<file path="src/rtl/regfile_wb_arbiter.sv">
// Writeback arbiter for the integer regfile write port (EXU vs LSU) with a registered write stage
// and a per-register pending-write scoreboard. Define WB_ARB_RR_EN for round-robin contention handling.
module regfile_wb_arbiter #(
  parameter int XLEN = 64,
  parameter int NREG = 32,
  parameter int AW   = 5
) (
  input  logic            clk,
  input  logic            rst,
  input  logic            i_exu_valid,
  output logic            o_exu_ready,
  input  logic [AW-1:0]   i_exu_rd,
  input  logic [XLEN-1:0] i_exu_data,
  input  logic            i_lsu_valid,
  output logic            o_lsu_ready,
  input  logic [AW-1:0]   i_lsu_rd,
  input  logic [XLEN-1:0] i_lsu_data,
  input  logic            i_issue_valid,
  input  logic [AW-1:0]   i_issue_rd,
  input  logic [AW-1:0]   i_chk_rs,
  output logic            o_chk_busy,
  output logic            o_en_regw,
  output logic [AW-1:0]   o_rd,
  output logic [XLEN-1:0] o_data_write
);

  logic            w_exu_win;
  logic            w_lsu_win;
  logic            w_accept;
  logic            w_commit;
  logic [AW-1:0]   w_sel_rd;
  logic [XLEN-1:0] w_sel_data;
  logic [NREG-1:0] w_busy;

  logic            r_en_regw;
  logic [AW-1:0]   r_rd;
  logic [XLEN-1:0] r_data_write;

`ifdef WB_ARB_RR_EN
  // Set when the most recent contended grant went to LSU; reset value points at EXU.
  logic r_last_lsu;

  always_comb begin
    w_lsu_win = i_lsu_valid && (!i_exu_valid || !r_last_lsu);
  end

  always_ff @(posedge clk) begin
    if (!rst) begin
      r_last_lsu <= 1'b0;
    end else if (i_exu_valid && i_lsu_valid) begin
      r_last_lsu <= w_lsu_win;
    end
  end
`else
  always_comb begin
    w_lsu_win = i_lsu_valid;
  end
`endif

  always_comb begin
    w_exu_win  = i_exu_valid && !w_lsu_win;
    w_accept   = w_exu_win || w_lsu_win;
    w_sel_rd   = w_lsu_win ? i_lsu_rd : i_exu_rd;
    w_sel_data = w_lsu_win ? i_lsu_data : i_exu_data;
    // Writes to x0 are accepted but never reach the regfile.
    w_commit   = w_accept && (w_sel_rd != '0);
  end

  assign o_exu_ready = w_exu_win;
  assign o_lsu_ready = w_lsu_win;

  always_ff @(posedge clk) begin
    if (!rst) begin
      r_en_regw    <= 1'b0;
      r_rd         <= '0;
      r_data_write <= '0;
    end else begin
      r_en_regw <= w_commit;
      if (w_commit) begin
        r_rd         <= w_sel_rd;
        r_data_write <= w_sel_data;
      end
    end
  end

  assign o_en_regw    = r_en_regw;
  assign o_rd         = r_rd;
  assign o_data_write = r_data_write;

  genvar gi;
  generate
    for (gi = 0; gi < NREG; gi++) begin : g_busy
      if (gi == 0) begin : g_zero
        assign w_busy[gi] = 1'b0;
      end else begin : g_reg
        logic r_busy;
        logic w_set;
        logic w_clr;

        assign w_set = i_issue_valid && (i_issue_rd == AW'(gi));
        assign w_clr = r_en_regw && (r_rd == AW'(gi));

        // A new issue on the clearing edge wins: a younger writer is now pending.
        always_ff @(posedge clk) begin
          if (!rst) begin
            r_busy <= 1'b0;
          end else if (w_set) begin
            r_busy <= 1'b1;
          end else if (w_clr) begin
            r_busy <= 1'b0;
          end
        end

        assign w_busy[gi] = r_busy;
      end
    end
  endgenerate

  assign o_chk_busy = w_busy[i_chk_rs];

endmodule
</file>
<file path="config.mk">
export PLATFORM = sky130hd
export DESIGN_NAME = regfile_wb_arbiter
export DESIGN_NICKNAME = d
export VERILOG_FILES = /design/src/rtl/regfile_wb_arbiter.sv
export SDC_FILE = /design/constraint.sdc
export NUM_CORES = 1
export LEC_CHECK = 0
export CAP_MARGIN = 20
export CORE_MARGIN = 3
export CORE_UTILIZATION = 30
export CTS_BUF_LIST = sky130_fd_sc_hd__clkbuf_8
export CTS_CLUSTER_SIZE = 16
export DETAILED_ROUTE_END_ITERATION = 16
export GPL_TIMING_DRIVEN = 0
export MAX_ROUTING_LAYER = met4
export PLACE_DENSITY = 0.64
export SLEW_MARGIN = 20
export SYNTH_ARGS = -nofsm -noshare
export SYNTH_HDL_FRONTEND = slang
export SYNTH_SLANG_ARGS = --single-unit
export TNS_END_PERCENT = 1
</file>
<file path="constraint.sdc">
create_clock -name clk -period 3.65 [get_ports clk]
set_clock_uncertainty 0.15 [all_clocks]
set_input_delay 0.365 -clock clk [delete_from_list [all_inputs] [get_ports clk]]
set_output_delay 0.365 -clock clk [all_outputs]
set_load 0.01 [all_outputs]
</file>
==> After elaboration in Yosys (flattened, before gate mapping) <==
Cells that the tools add are included.
{ "totals": {"regBits": 101, "output_inout_bits": 73, "elab_cells": 261} }
{ "op_classes": {"mux": 66, "n_eq_ne": 62, "n_reduce_logical": 98, "order_cmp": 1} }
{ "ops": {"columns": ["operator", "count"], "rows": [
  ["equality test 5 bit, second input constant", 32],
  ["equality test 5 x 4 -> 1 bit, second input constant", 16],
  ["logical AND 1 bit", 64],
  ["2-to-1 mux 64 bit", 1],
  ["2-to-1 mux 1 bit", 63],
  ["nonzero test 2 bit", 31],
  ["equality test 5 x 3 -> 1 bit, second input constant", 8],
  ["equality test 5 x 2 -> 1 bit, second input constant", 4],
  ["equality test 5 x 1 -> 1 bit, second input constant", 2],
  ["less-than comparator 5 x 6 -> 1 bit, second input constant", 1],
  ["binary-select mux 1 bit (select 5 bit)", 1],
  ["2-to-1 mux 5 bit", 1],
  ["nonzero test 5 bit", 1],
  ["logical NOT 1 bit", 1],
  ["logical OR 1 bit", 1]
]} }

==> Longest topological paths before layout <==
Gate-level depths: netlist of the first run.
{ "depth": {"word_depth": 4, "mapped_depth": 6} }

==> Worst setup path after synthesis of the first run <==
OpenSTA, ideal clock, no wires.
{ "synth_path": {"kind": "input -> output", "from": "input port i_chk_rs[0]", "to": "output port o_chk_busy", "slack_ns": 1.613, "path_buffers": 1, "arrival_ns": 1.522, "path_stages": 6, "path_cell_list": "clkbuf_1 -> mux4_2 -> nor2_1 -> nor4_1 -> a31oi_1 -> nand3_1"} }
{ "synth_between": {"elab_chain_cells": 2} }
{ "synth_rtl": {"columns": ["item", "line_no", "rtl"], "rows": [
  ["start, declared", "20", "input logic [AW-1:0] i_chk_rs,"],
  ["binary-select mux 1 bit (select 5 bit)", "119", "assign o_chk_busy = w_busy[i_chk_rs];"],
  ["2-to-1 mux 1 bit (implied by the code)", "119", null],
  ["end, declared", "21", "output logic o_chk_busy,"]
]} }
No other way between the ends. The select of a mux whose other input is x is not followed.

==> Worst setup path after layout of the first run <==
{ "layout_path": {"from": "input port i_chk_rs[2]", "to": "output port o_chk_busy"} }
Same word-level chain as after synthesis.

==> impl_summary.md, run 1 <==
Clock tree
The clock latency reported for the late side of the worst-skew pair is 0.36 ns. The clock tree from TritonCTS is done. Counting along the longest clock path gives a buffer depth of 2.

The clock tree root buffer cell is sky130_fd_sc_hd__clkbuf_8. The post-CTS clock slew at the launch and capture registers of the worst setup and hold paths is ~0.1 ns. The quantity of gates resized following cts is 0. For this design, the sink count on the clock tree is 101. The post-CTS setup buffer count is 0. The clock buffer count from CTS is 9. The number of hold buffers added after CTS was 0. CTS built an H-tree with a depth of 3.

Worst setup path
The top fanout value on the critical path is 10. Counting stages on the worst path, the most repeated cell is sky130_fd_sc_hd__clkdlybuf4s50_1. The cell class contributing the biggest share of worst-path delay is buffers and inverters. Traced cell by cell, the critical path runs through clkdlybuf4s50_1 > buf_2 > inv_1 > a2111oi_0 > a221oi_1 > nand4b_1 > nand3_1 > clkdlybuf4s50_1.

Counting both buffers and inverters, the worst setup path holds a total of 4. The capture point of the critical path is o_chk_busy. The start point of the critical path is i_chk_rs[2].

The cell at the slowest stage of the critical path is sky130_fd_sc_hd__clkdlybuf4s50_1. Counting buffers and inverters, the worst setup path is 8 cells deep. STA classifies the critical path endpoint as an output port.

The capture instance of the worst register-to-register path is g_busy[7].g_reg.r_busy. The data required time at the worst endpoint is ~3.1 ns. The depth of the worst register-to-register path is 4.

The worst register-to-register path begins at o_en_regw. The setup path with the least slack is of type in -> out. In this design, the stage delay of the slowest critical-path cell is around 0.50 ns.

The worst reg-to-reg setup slack is ~2.1 ns. The worst endpoint data arrival time is 2.59 ns. The element type at the critical path start is a primary input.

Finish
Fill cells in the final layout number between 1500 and 2000. The synthesis-to-finish area growth is 55.5%. The area occupied by multi-input gates is 0.00267 mm2. After the last flow step, the layout net total stands at 917.

The repair_antennas step left the layout with diodes totalling 0. The post-route netlist has 3.52% of its cells at a drive strength greater than 1. The area taken by flip-flops and latches is between 0.002 and 0.0025 mm2.

Yosys
After synthesis, the netlist uses 31 different library cells. The proportion of netlist area held by the largest area contributor is 41.3%. The cell area that synthesis handed to floorplanning was roughly 0.0049 mm2. The synthesized instance count is 530. The warning count from the yosys run is 0. The top cell type by total area after synthesis is sky130_fd_sc_hd__dfxtp_1. The sequential-to-total area share from yosys stat is between 40 and 50%.

The number of synthesized register bits is 101. The mean instance size in the synthesized netlist is ~9.2 um2. The post-synthesis net count is roughly 700. In the post-synthesis netlist, the biggest area contributors are sky130_fd_sc_hd__dfxtp_1 (41%), sky130_fd_sc_hd__mux2i_1 (15%), sky130_fd_sc_hd__o211a_1 (14%).

STA
The relative slew slack is 44.4%. The count of final max-slew check failures came to 0. Setup violations remaining at the end of the flow were counted as 0. Once routing completed, OpenROAD measured the worst setup slack at 0.541 ns. Setup total negative slack on the finished layout was measured at 0 ns. The ratio of final minimum period to clock period is 85.2%. The maximum clock frequency is between 0.3 and 0.4 GHz. For the pin with the worst max-slew slack, the measured transition is 0.834 ns. Counting I/O delays and the setup requirement, the final critical path takes 3.11 ns. Setup repair after global routing left no endpoint under its margin.

Hold is met by 0.247 ns. The number of hold violations in the final report is 0.

Power
The power per standard cell area is 348 mW/mm2. Cell internal power was estimated by the tool at between 1.5 and 2 mW. The power dissipated by switching net loads is 693 uW. The total power draw is 2.65 mW. The worst IR drop on VDD is about 0.24 mV. The switching portion of total power is 26.2%.

Summed over all cells, the static leakage comes to 3.42 nW. The clock share of power is 29.2%. Registers are responsible for between 40% and 50% of the overall power. The relative contribution of combinational cells to total power is 24.6%.

GRT
After global routing the overflow that remains totals 0. The pin count of the biggest net entering global routing is 16. The via count of the first global-routing pass came to 4999. The initial antenna violation count is 0. The wire length of the first global-routing pass is 26.4 mm. The aggregate global-route resource usage is 19.2%.

Routing
The detail route stage leaves a number of antenna-violating nets equal to 0. The number of detailed-routing iterations run before antenna repair is 4. The total vias in the final route is 4815. The number of remaining DRC errors is 0. The average wire per cell in the routed design is between 15 and 20 um. The final layout contains routed wiring with a total length of about 17 mm. The DRC violation total after the first TritonRoute iteration is 252. After detailed routing, the number of vias per cell comes to 4.89.

Placement
The post-detailed-placement half-perimeter wirelength is 13.9 mm. The final weighted congestion in routability-driven placement is 0.872. During placement, the flow inserted port buffers numbering 223.

Timing analysis after detailed placement gives a worst setup slack of 0.580 ns.

Floorplan
The count of pins on the block boundary is 226. Once the floorplan was initialized, standard cells occupied a little under a third of the core. The die width is between 100 and 150 um. After floorplanning, the core was divided into 46 placement rows.

The area inside the core boundary is between 0.015 and 0.02 mm2. The floorplan step defined a die boundary enclosing 0.0179 mm2. The height of the die is around 130 um.

Status
The run finished with clean final reports.

Worst hold path
The min-delay analysis places its worst path in the category in -> reg.

Job
The count of max-cap constraint violations is 0.
## worst register-to-register path: stages (launching register included)
cell,delay [ns]
sky130_fd_sc_hd__dfxtp_1,0.47
sky130_fd_sc_hd__nor2b_1,0.34
sky130_fd_sc_hd__nand3_1,0.19
sky130_fd_sc_hd__o21ai_0,0.20
sky130_fd_sc_hd__a21boi_0,0.10
## cells by family after synthesis
group                  share of synthesized area (%)
AOI/OAI and AO/OA                               23.8
buffers and inverters                           4.19
DFF                                             41.3
muxes                                           15.8
and+or+nand+nor                                 14.9
## cell type report
cell class	count	area share [%]
multi-input cells	386	35.0
flip-flops and latches	101	26.6
clock inverters	5	1.00
clock buffers	10	1.81
well taps	216	3.55
repair buffers	223	29.3
inverters	1	0.0493
plain buffers	42	2.65
## power groups by stage
stage / clock, mW / combinational (mW) / sequential, mW
final: 0.773 / 0.652 / 1.22
after global routing: 0.841 / 0.705 / 1.23
after CTS: 0.797 / 0.661 / 1.22
after detailed placement: 0 / 0.659 / 1.25
after global placement: 0 / 0.648 / 1.25
after floorplan: 0 / 0.241 / 1.27
## how the worst min path moves through the flow
stage | startpoint | to | slack [ns] | cells after the start
floorplan | g_busy[12].g_reg.r_busy | g_busy[12].g_reg.r_busy | 0.30 | 2
global placement | g_busy[2].g_reg.r_busy | g_busy[2].g_reg.r_busy | 0.31 | 2
detailed placement | g_busy[22].g_reg.r_busy | g_busy[22].g_reg.r_busy | 0.32 | 2
CTS | rst | g_busy[5].g_reg.r_busy | 0.24 | 2
global route | rst | g_busy[5].g_reg.r_busy | 0.27 | 2
finish | rst | g_busy[27].g_reg.r_busy | 0.25 | 2
## flip-flops by register name, summed over array words and instances (netlist names)
| signal | flops |
|---|---|
| g_busy.g_reg.r_busy | 31 |
| o_en_regw | 1 |
| o_data_write | 64 |
| o_rd | 5 |
## synth_stat cells
cell	count
sky130_fd_sc_hd__a2111oi_0	4
sky130_fd_sc_hd__a21boi_0	31
sky130_fd_sc_hd__a221oi_1	3
sky130_fd_sc_hd__a31oi_1	2
sky130_fd_sc_hd__and2_1	4
sky130_fd_sc_hd__buf_1	7
sky130_fd_sc_hd__buf_2	2
sky130_fd_sc_hd__buf_4	1
sky130_fd_sc_hd__buf_6	5
sky130_fd_sc_hd__clkbuf_1	27
sky130_fd_sc_hd__dfxtp_1	101
sky130_fd_sc_hd__inv_1	1
sky130_fd_sc_hd__mux2_2	1
sky130_fd_sc_hd__mux2i_1	74
sky130_fd_sc_hd__mux4_2	1
sky130_fd_sc_hd__nand2_1	113
sky130_fd_sc_hd__nand2_2	1
sky130_fd_sc_hd__nand2b_1	10
sky130_fd_sc_hd__nand3_1	6
sky130_fd_sc_hd__nand4_1	2
sky130_fd_sc_hd__nand4b_1	3
sky130_fd_sc_hd__nor2_1	9
sky130_fd_sc_hd__nor2b_1	9
sky130_fd_sc_hd__nor3_1	2
sky130_fd_sc_hd__nor3b_1	1
sky130_fd_sc_hd__nor4_1	1
sky130_fd_sc_hd__o211a_1	66
sky130_fd_sc_hd__o21ai_0	34
sky130_fd_sc_hd__o21ai_1	5
sky130_fd_sc_hd__or2_2	2
sky130_fd_sc_hd__or4_1	2
## per-layer routing
layer | global-route usage [%] | up-vias | share of wire (%)
li1 | - | 2364 | -
met1 | 21.6 | 2260 | 39
met4 | 4.34 | 0 | 1.4
met5 | - | - | 0
met3 | 5.78 | 14 | 7.6
met2 | 33.7 | 177 | 52
## per-stage QoR
step / cells / area [um2] / util [%]
after floorplan: 530 / 4890 / -
after global placement: 969 / 7390 / 46.4
after detailed placement: 969 / 7390 / 46.4
after CTS: 984 / 7610 / 47.7
after global routing: 984 / 7610 / 47.7
final: 984 / 7610 / 47.7
## layout by cell type, fill, tap and decap left out, drive strengths merged, types with 3 or more instances in the layout
master,count
nor2b,9
mux2i,74
buf,15
nand3,6
nand4b,3
a21boi,31
and2,4
nand2b,10
dfxtp,101
a221oi,3
o211a,66
nand2,114
nor2,9
clkdlybuf4s50,223
clkbuf,37
a2111oi,4
o21ai,39
(Power assumes the default switching activity.)
==> run 2, diff against run 1 <==
RECOVER_POWER = 25   (was unset)
SETUP_SLACK_MARGIN = 0.2   (was unset)
==> impl_summary.md, run 2 (same netlist as run 1, synthesis figures left out) <==
Status
The run finished with clean final reports.

STA
Setup repair after global routing left no endpoint under its margin. The worst path needs 3.11 ns of the cycle, external delays included. The slew at the pin closest to its max-slew limit is between 0.8 and 0.9 ns. The ratio of final minimum period to clock period is 85.2%. The relative slew slack is around 44%. For this run, the top clock speed supported by timing is 0.322 GHz. The number of hold violations in the final report was 0. The summed negative setup slack over all endpoints is 0 ns. The count of final max-slew check failures is 0.

Setup violations remaining at the end of the flow were counted as 0.

Placement
The count of buffers added on input and output ports is approximately 220. The post-detailed-placement half-perimeter wirelength is 13.9 mm. The number of placed instances, taps included, is 969. The final weighted congestion in routability-driven placement is about 0.87.

Clock tree
The cell sitting at the root of the clock tree is a sky130_fd_sc_hd__clkbuf_8. CTS built an H-tree with a depth of 3. The post-CTS clock slew at the launch and capture registers of the worst setup and hold paths is about 0.10 ns.

The clock net sink count is 101. The clock tree from TritonCTS is done. For the worst-skew pair, the clock arrives at the later sink with an insertion delay of 0.36 ns.

Once the clock tree was built, the setup fixing pass inserted 0 buffers. The number of gates resized after CTS was 0. The number of buffers on the longest clock path is 2. The hold-fix buffer count after cts is 0.

In this run, CTS created clock tree buffers numbering 9.

Power
The power dissipated by switching net loads is 693 uW. Across the VDD grid, the largest voltage drop is 0.236 mV. Net switching is 26.2% of the power. The leakage power figure is about 3.4 nW. The clock share of power is 29.2%.

Sequential cells burn 46.2% of the power. The relative contribution of combinational cells to total power is between 20% and 30%. For this design the ratio of total power to cell area is 347 mW/mm2.

The internal power consumption is 1.95 mW.

Finish
The filler-free cell count of the finished design is 984. The most common cell after layout, fill and taps aside is sky130_fd_sc_hd__clkdlybuf4s50_1. The synthesis-to-finish area growth is 55.5%. The flip-flop count of the largest register, all copies and words added is 64.

Leaving out fill and tap cells, the most frequent cells in the layout are sky130_fd_sc_hd__clkdlybuf4s50_1 (210), sky130_fd_sc_hd__nand2_1 (113), sky130_fd_sc_hd__dfxtp_1 (101), sky130_fd_sc_hd__mux2i_1 (74), sky130_fd_sc_hd__o211a_1 (66). The number of inserted diodes is 0. In the final design database the tool counted 917 nets. The share of cells above drive strength 1 is 3.52%.

Worst setup path
The data required time at the worst endpoint is around 3.1 ns. The category of the critical setup timing path is in -> out. The top fanout value on the critical path is 10. Data on the critical path arrives at its endpoint at 2.59 ns.

Traced cell by cell, the critical path runs through clkdlybuf4s50_1 > buf_2 > inv_1 > a2111oi_0 > a221oi_1 > nand4b_1 > nand3_1 > clkdlybuf4s50_1. The kind of end point of the critical path is an output port. The largest single stage delay on the critical path is roughly 0.5 ns. The most numerous cell on the critical path is sky130_fd_sc_hd__clkdlybuf4s50_1. For this design, the slowest cell found on the critical path is sky130_fd_sc_hd__clkdlybuf4s50_1. The element type at the critical path start is a primary input.

Routing
The total vias in the final route is 4815. Before antenna repair, the detailed router went through 4 iterations. The routed wire length is 16.9 mm.

The DRC violation total after the first TritonRoute iteration is 259. The average wire per cell in the routed design is 17.2 um. The number of vias per cell is around 5. After detailed routing, the number of remaining DRC violations is 0. The final antenna-violating net count is 0.

GRT
Global routing used 5.78% of the available met3 tracks. The initial antenna violation count is 0. Global routing finished with a remaining overflow of 0.

The via count of the first global-routing pass is 4999. The global routing met2 resource utilization is 33.7%. The first global-routing pass estimated ~26 mm of wire.

The busiest layer in global routing is met2. Global routing used between 15 and 20% of the available tracks across all layers. The pin count of the biggest net entering global routing is 16.

The met1 track demand over resource in global routing is 21.6%.

Floorplan
The initial utilization of the core area, before any placement, comes to 30.7%. The height of the die is 134 um. between 200 and 250 I/O pins were placed. The floorplan has 46 rows.

The die is 134 um wide. The area inside the core boundary is 0.0159 mm2. The die covers 0.0179 mm2.

Job
The count of max-cap constraint violations is 0.

Worst hold path
The min-delay analysis places its worst path in the category in -> reg.
## run 2: changes by cell type in the layout (fill, tap and decap cells not counted), sizes merged
cell           change
dlygate4sd3       +13
clkdlybuf4s50     -13
## run 2: final cells by class
type	instances	area, um2
Inverter	1	3.75
Clock buffer	10	138
Multi-Input combinational cell	386	2670
Sequential cell	101	2020
Buffer	42	201
Clock inverter	5	76.3
Tap cell	216	270
Fill cell	1505	8330
Timing Repair Buffer	223	2230
## run 2: final timing paths
kind,startpoint,to,slack [ns],cells after the start
min,rst,g_busy[27].g_reg.r_busy,0.25,2
min reg2reg,g_busy[25].g_reg.r_busy,g_busy[25].g_reg.r_busy,0.34,2
max reg2reg,o_en_regw,g_busy[7].g_reg.r_busy,2.10,4
max,i_chk_rs[2],o_chk_busy,0.54,8
## run 2: power by group through the flow
stage | Combinational [mW] | Sequential [mW] | Clock [mW]
floorplan | 0.241 | 1.27 | 0
global placement | 0.648 | 1.25 | 0
detailed placement | 0.659 | 1.25 | 0
CTS | 0.661 | 1.22 | 0.797
global route | 0.700 | 1.23 | 0.841
finish | 0.648 | 1.22 | 0.773
## run 2: routing by layer
layer  routed length, um  vias up  share of wire, %
met4                 243        0               1.4
li1                    -     2367                 -
met3                1280       14               7.5
met2                8810      177                52
met5                   0        -                 0
met1                6590     2257                39
## run 2: worst max-delay path: cells and delay by family
kind	cells	cell delay (ns)
buffers and inverters	4	1.45
and+or+nand+nor	2	0.19
AOI/OAI and AO/OA	2	0.58
## run 2: stage by stage
step / cell area, um2 / worst slack (ns) / total power [mW] / hold WS, ns / utilization (%)
after floorplan: 4890 / 1.61 / 1.51 / 0.302 / -
after detailed placement: 7390 / 0.580 / 1.91 / 0.323 / 46.4
after global routing: 7610 / 0.335 / 2.77 / 0.270 / 47.7
after global placement: 7390 / 0.558 / 1.89 / 0.315 / 46.4
after CTS: 7610 / 0.576 / 2.68 / 0.240 / 47.7
final: 7610 / 0.541 / 2.64 / 0.247 / 47.7
==> run 3, diff against run 2 <==
DONT_BUFFER_PORTS = 1   (was unset)
PLACE_DENSITY = unset   (was 0.64)
clock period = 3.1 ns   (was 3.65 ns; I/O delays follow)
==> impl_summary.md, run 3 (same netlist as run 1, synthesis figures left out) <==
Status
The flow ran to the end, and the final reports show no timing, DRC or antenna violations.

Finish
The register with the most flip-flops in the layout has 64 of them. The library cell used most frequently in the layout, excluding fill and tap cells, is sky130_fd_sc_hd__nand2_1. The share of cells above drive strength 1 is approximately 5.1%. The library cells used most frequently in the layout, excluding fill and tap cells, are sky130_fd_sc_hd__nand2_1 (113), sky130_fd_sc_hd__dfxtp_1 (101), sky130_fd_sc_hd__mux2i_1 (74), sky130_fd_sc_hd__o211a_1 (66), sky130_fd_sc_hd__o21ai_0 (34). In the final design database the tool counted 696 nets. The synthesis-to-finish area growth is 10.1%. The filler cell count is around 1600. The number of inserted diodes is 0.

After routing the design area is approximately 0.0054 mm2.

Floorplan
The height of the die is roughly 130 um. During I/O placement, the number of pins put on the boundary was 226. Once the floorplan was initialized, standard cells occupied 30.7% of the core. The overall die area is 0.0179 mm2. The row count is 46. The die width is about 130 um. The area inside the core boundary is 0.0159 mm2.

Power
Sequential cells burn 54.4% of the power. The clock share of power is 32.5%. The power dissipated by switching net loads is 820 uW.

Cell internal power was estimated by the tool at around 1.9 mW. IR analysis of the VDD net gives a maximum drop of 0.233 mV. For this design the ratio of total power to cell area is 510 mW/mm2.

Total power for the finished layout comes to 2.75 mW. In this run switching power makes up between 20% and 30% of total power. The relative contribution of combinational cells to total power is 13.2%. For this design the static power due to leakage is 2.56 nW.

Routing
For this block, the via count after detailed routing is 4045. The average wire per cell in the routed design is 19.4 um. The number of detailed-routing iterations run before antenna repair is 4. The routed wire length is around 15 mm. The DRC violation total after the first TritonRoute iteration is approximately 260. The final antenna-violating net count is 0.

The number of remaining DRC errors is 0. The number of vias per cell is 5.29.

STA
The relative slew slack is 45.8%. Setup violations remaining at the end of the flow were counted as 0. After layout, the worst path uses between 70 and 80% of the clock period. Setup repair after global routing left no endpoint under its margin. For the finished layout, the period the worst path requires is 2.18 ns. The count of final max-slew check failures is 0. For the pin with the worst max-slew slack, the measured transition is 0.814 ns.

Timing would allow up to 0.459 GHz. The summed negative setup slack over all endpoints is 0 ns. The number of hold violations in the final report is 0.

Clock tree
The maximum level of the CTS H-tree is 3. The tree is rooted in a sky130_fd_sc_hd__clkbuf_8. The clock net sink count is approximately 100.

The post-CTS setup buffer count is 0. The clock buffer count from CTS is 9. The quantity of gates resized following cts is 0.

The clock latency reported for the late side of the worst-skew pair is 0.37 ns. The longest clock path from root to sink contains 2 buffers. TritonCTS built the clock tree. The post-CTS clock slew at the launch and capture registers of the worst setup and hold paths is 0.11 ns.

GRT
The total grt overflow is 0. The initial antenna violation count was 0. The first global-routing pass estimated 22.5 mm of wire. The via count of the first global-routing pass is 4145.

The pin count of the biggest net entering global routing is 19. The aggregate global-route resource usage is between 10% and 20%.

Placement
In this run the tool buffered the top-level ports with 0 buffer cells. In this run the cell area measured after placement is 0.00516 mm2. The final weighted congestion in routability-driven placement is about 0.95. Once detailed placement completed, the half-perimeter wirelength came to roughly 12 mm.

Worst setup path
STA classifies the critical path startpoint as a primary input. Along the worst path, the maximum fanout reaches 9. Data on the critical path arrives at its endpoint at 1.72 ns.

The data required time at the worst endpoint is around 2.6 ns. By startpoint and endpoint, the worst setup path is classified as in -> out. The kind of end point of the critical path is an output port.

Job
The tool flagged a number of max-cap violations equal to 0.

Worst hold path
The worst min-delay path category is in -> reg.
## run 3: critical path: stages
cell and delay (ns):
sky130_fd_sc_hd__clkbuf_1 0.35, sky130_fd_sc_hd__mux4_2 0.58, sky130_fd_sc_hd__nor2_1 0.10, sky130_fd_sc_hd__nor4_1 0.06
sky130_fd_sc_hd__a31oi_1 0.16, sky130_fd_sc_hd__nand3_1 0.16
## run 3: path summary, 6_finish.rpt
kind,start,endpoint,slack (ns),cells after the start
worst max-delay path,i_chk_rs[0],o_chk_busy,0.92,6
worst min-delay path,i_exu_data[49],o_data_write[49],0.04,3
worst max register to register,o_rd[2],g_busy[22].g_reg.r_busy,1.46,4
worst min register to register,g_busy[4].g_reg.r_busy,g_busy[4].g_reg.r_busy,0.34,2
## run 3: metal layers
metal | wire length, um | track usage, % | vias up
li1 | - | - | 1927
met1 | 6020 | 18.9 | 1893
met2 | 7180 | 26.8 | 196
met3 | 1150 | 5.55 | 29
met4 | 490 | 6.80 | 0
met5 | 0 | - | -
## run 3: area by class of cell
cell class / count / area [um2] / area share, %
buffer: 42 / 198 / 3.67
clock buffer: 9 / 124 / 2.30
clock inverter: 7 / 82.6 / 1.53
inverter: 1 / 3.75 / 0.0697
multi-input combinational: 386 / 2670 / 49.5
sequential: 101 / 2020 / 37.5
tap: 216 / 270 / 5.02
timing repair buffer: 2 / 20.0 / 0.372
## run 3: timing repair
action | in CTS | in global routing
endpoints found under the hold margin | 3 | 0
hold buffers | 2 | 0
endpoints found under the setup margin | 0 | 0
## run 3: metrics by stage
step,cells,setup slack (ns),utilization (%),hold WS (ns)
detailed placement,746,0.925,32.4,0.322
floorplan,530,1.17,-,0.302
global placement,746,0.907,32.4,0.314
global route,764,0.846,33.8,0.0127
CTS,764,0.927,33.8,0.00816
finish,764,0.922,33.8,0.0394
## run 3: power groups by stage
stage / Combinational (mW) / Sequential [mW] / Clock (mW)
global route: 0.406 / 1.50 / 0.969
global placement: 0.352 / 1.53 / 0
CTS: 0.367 / 1.50 / 0.924
detailed placement: 0.364 / 1.53 / 0
finish: 0.362 / 1.49 / 0.893
floorplan: 0.284 / 1.49 / 0
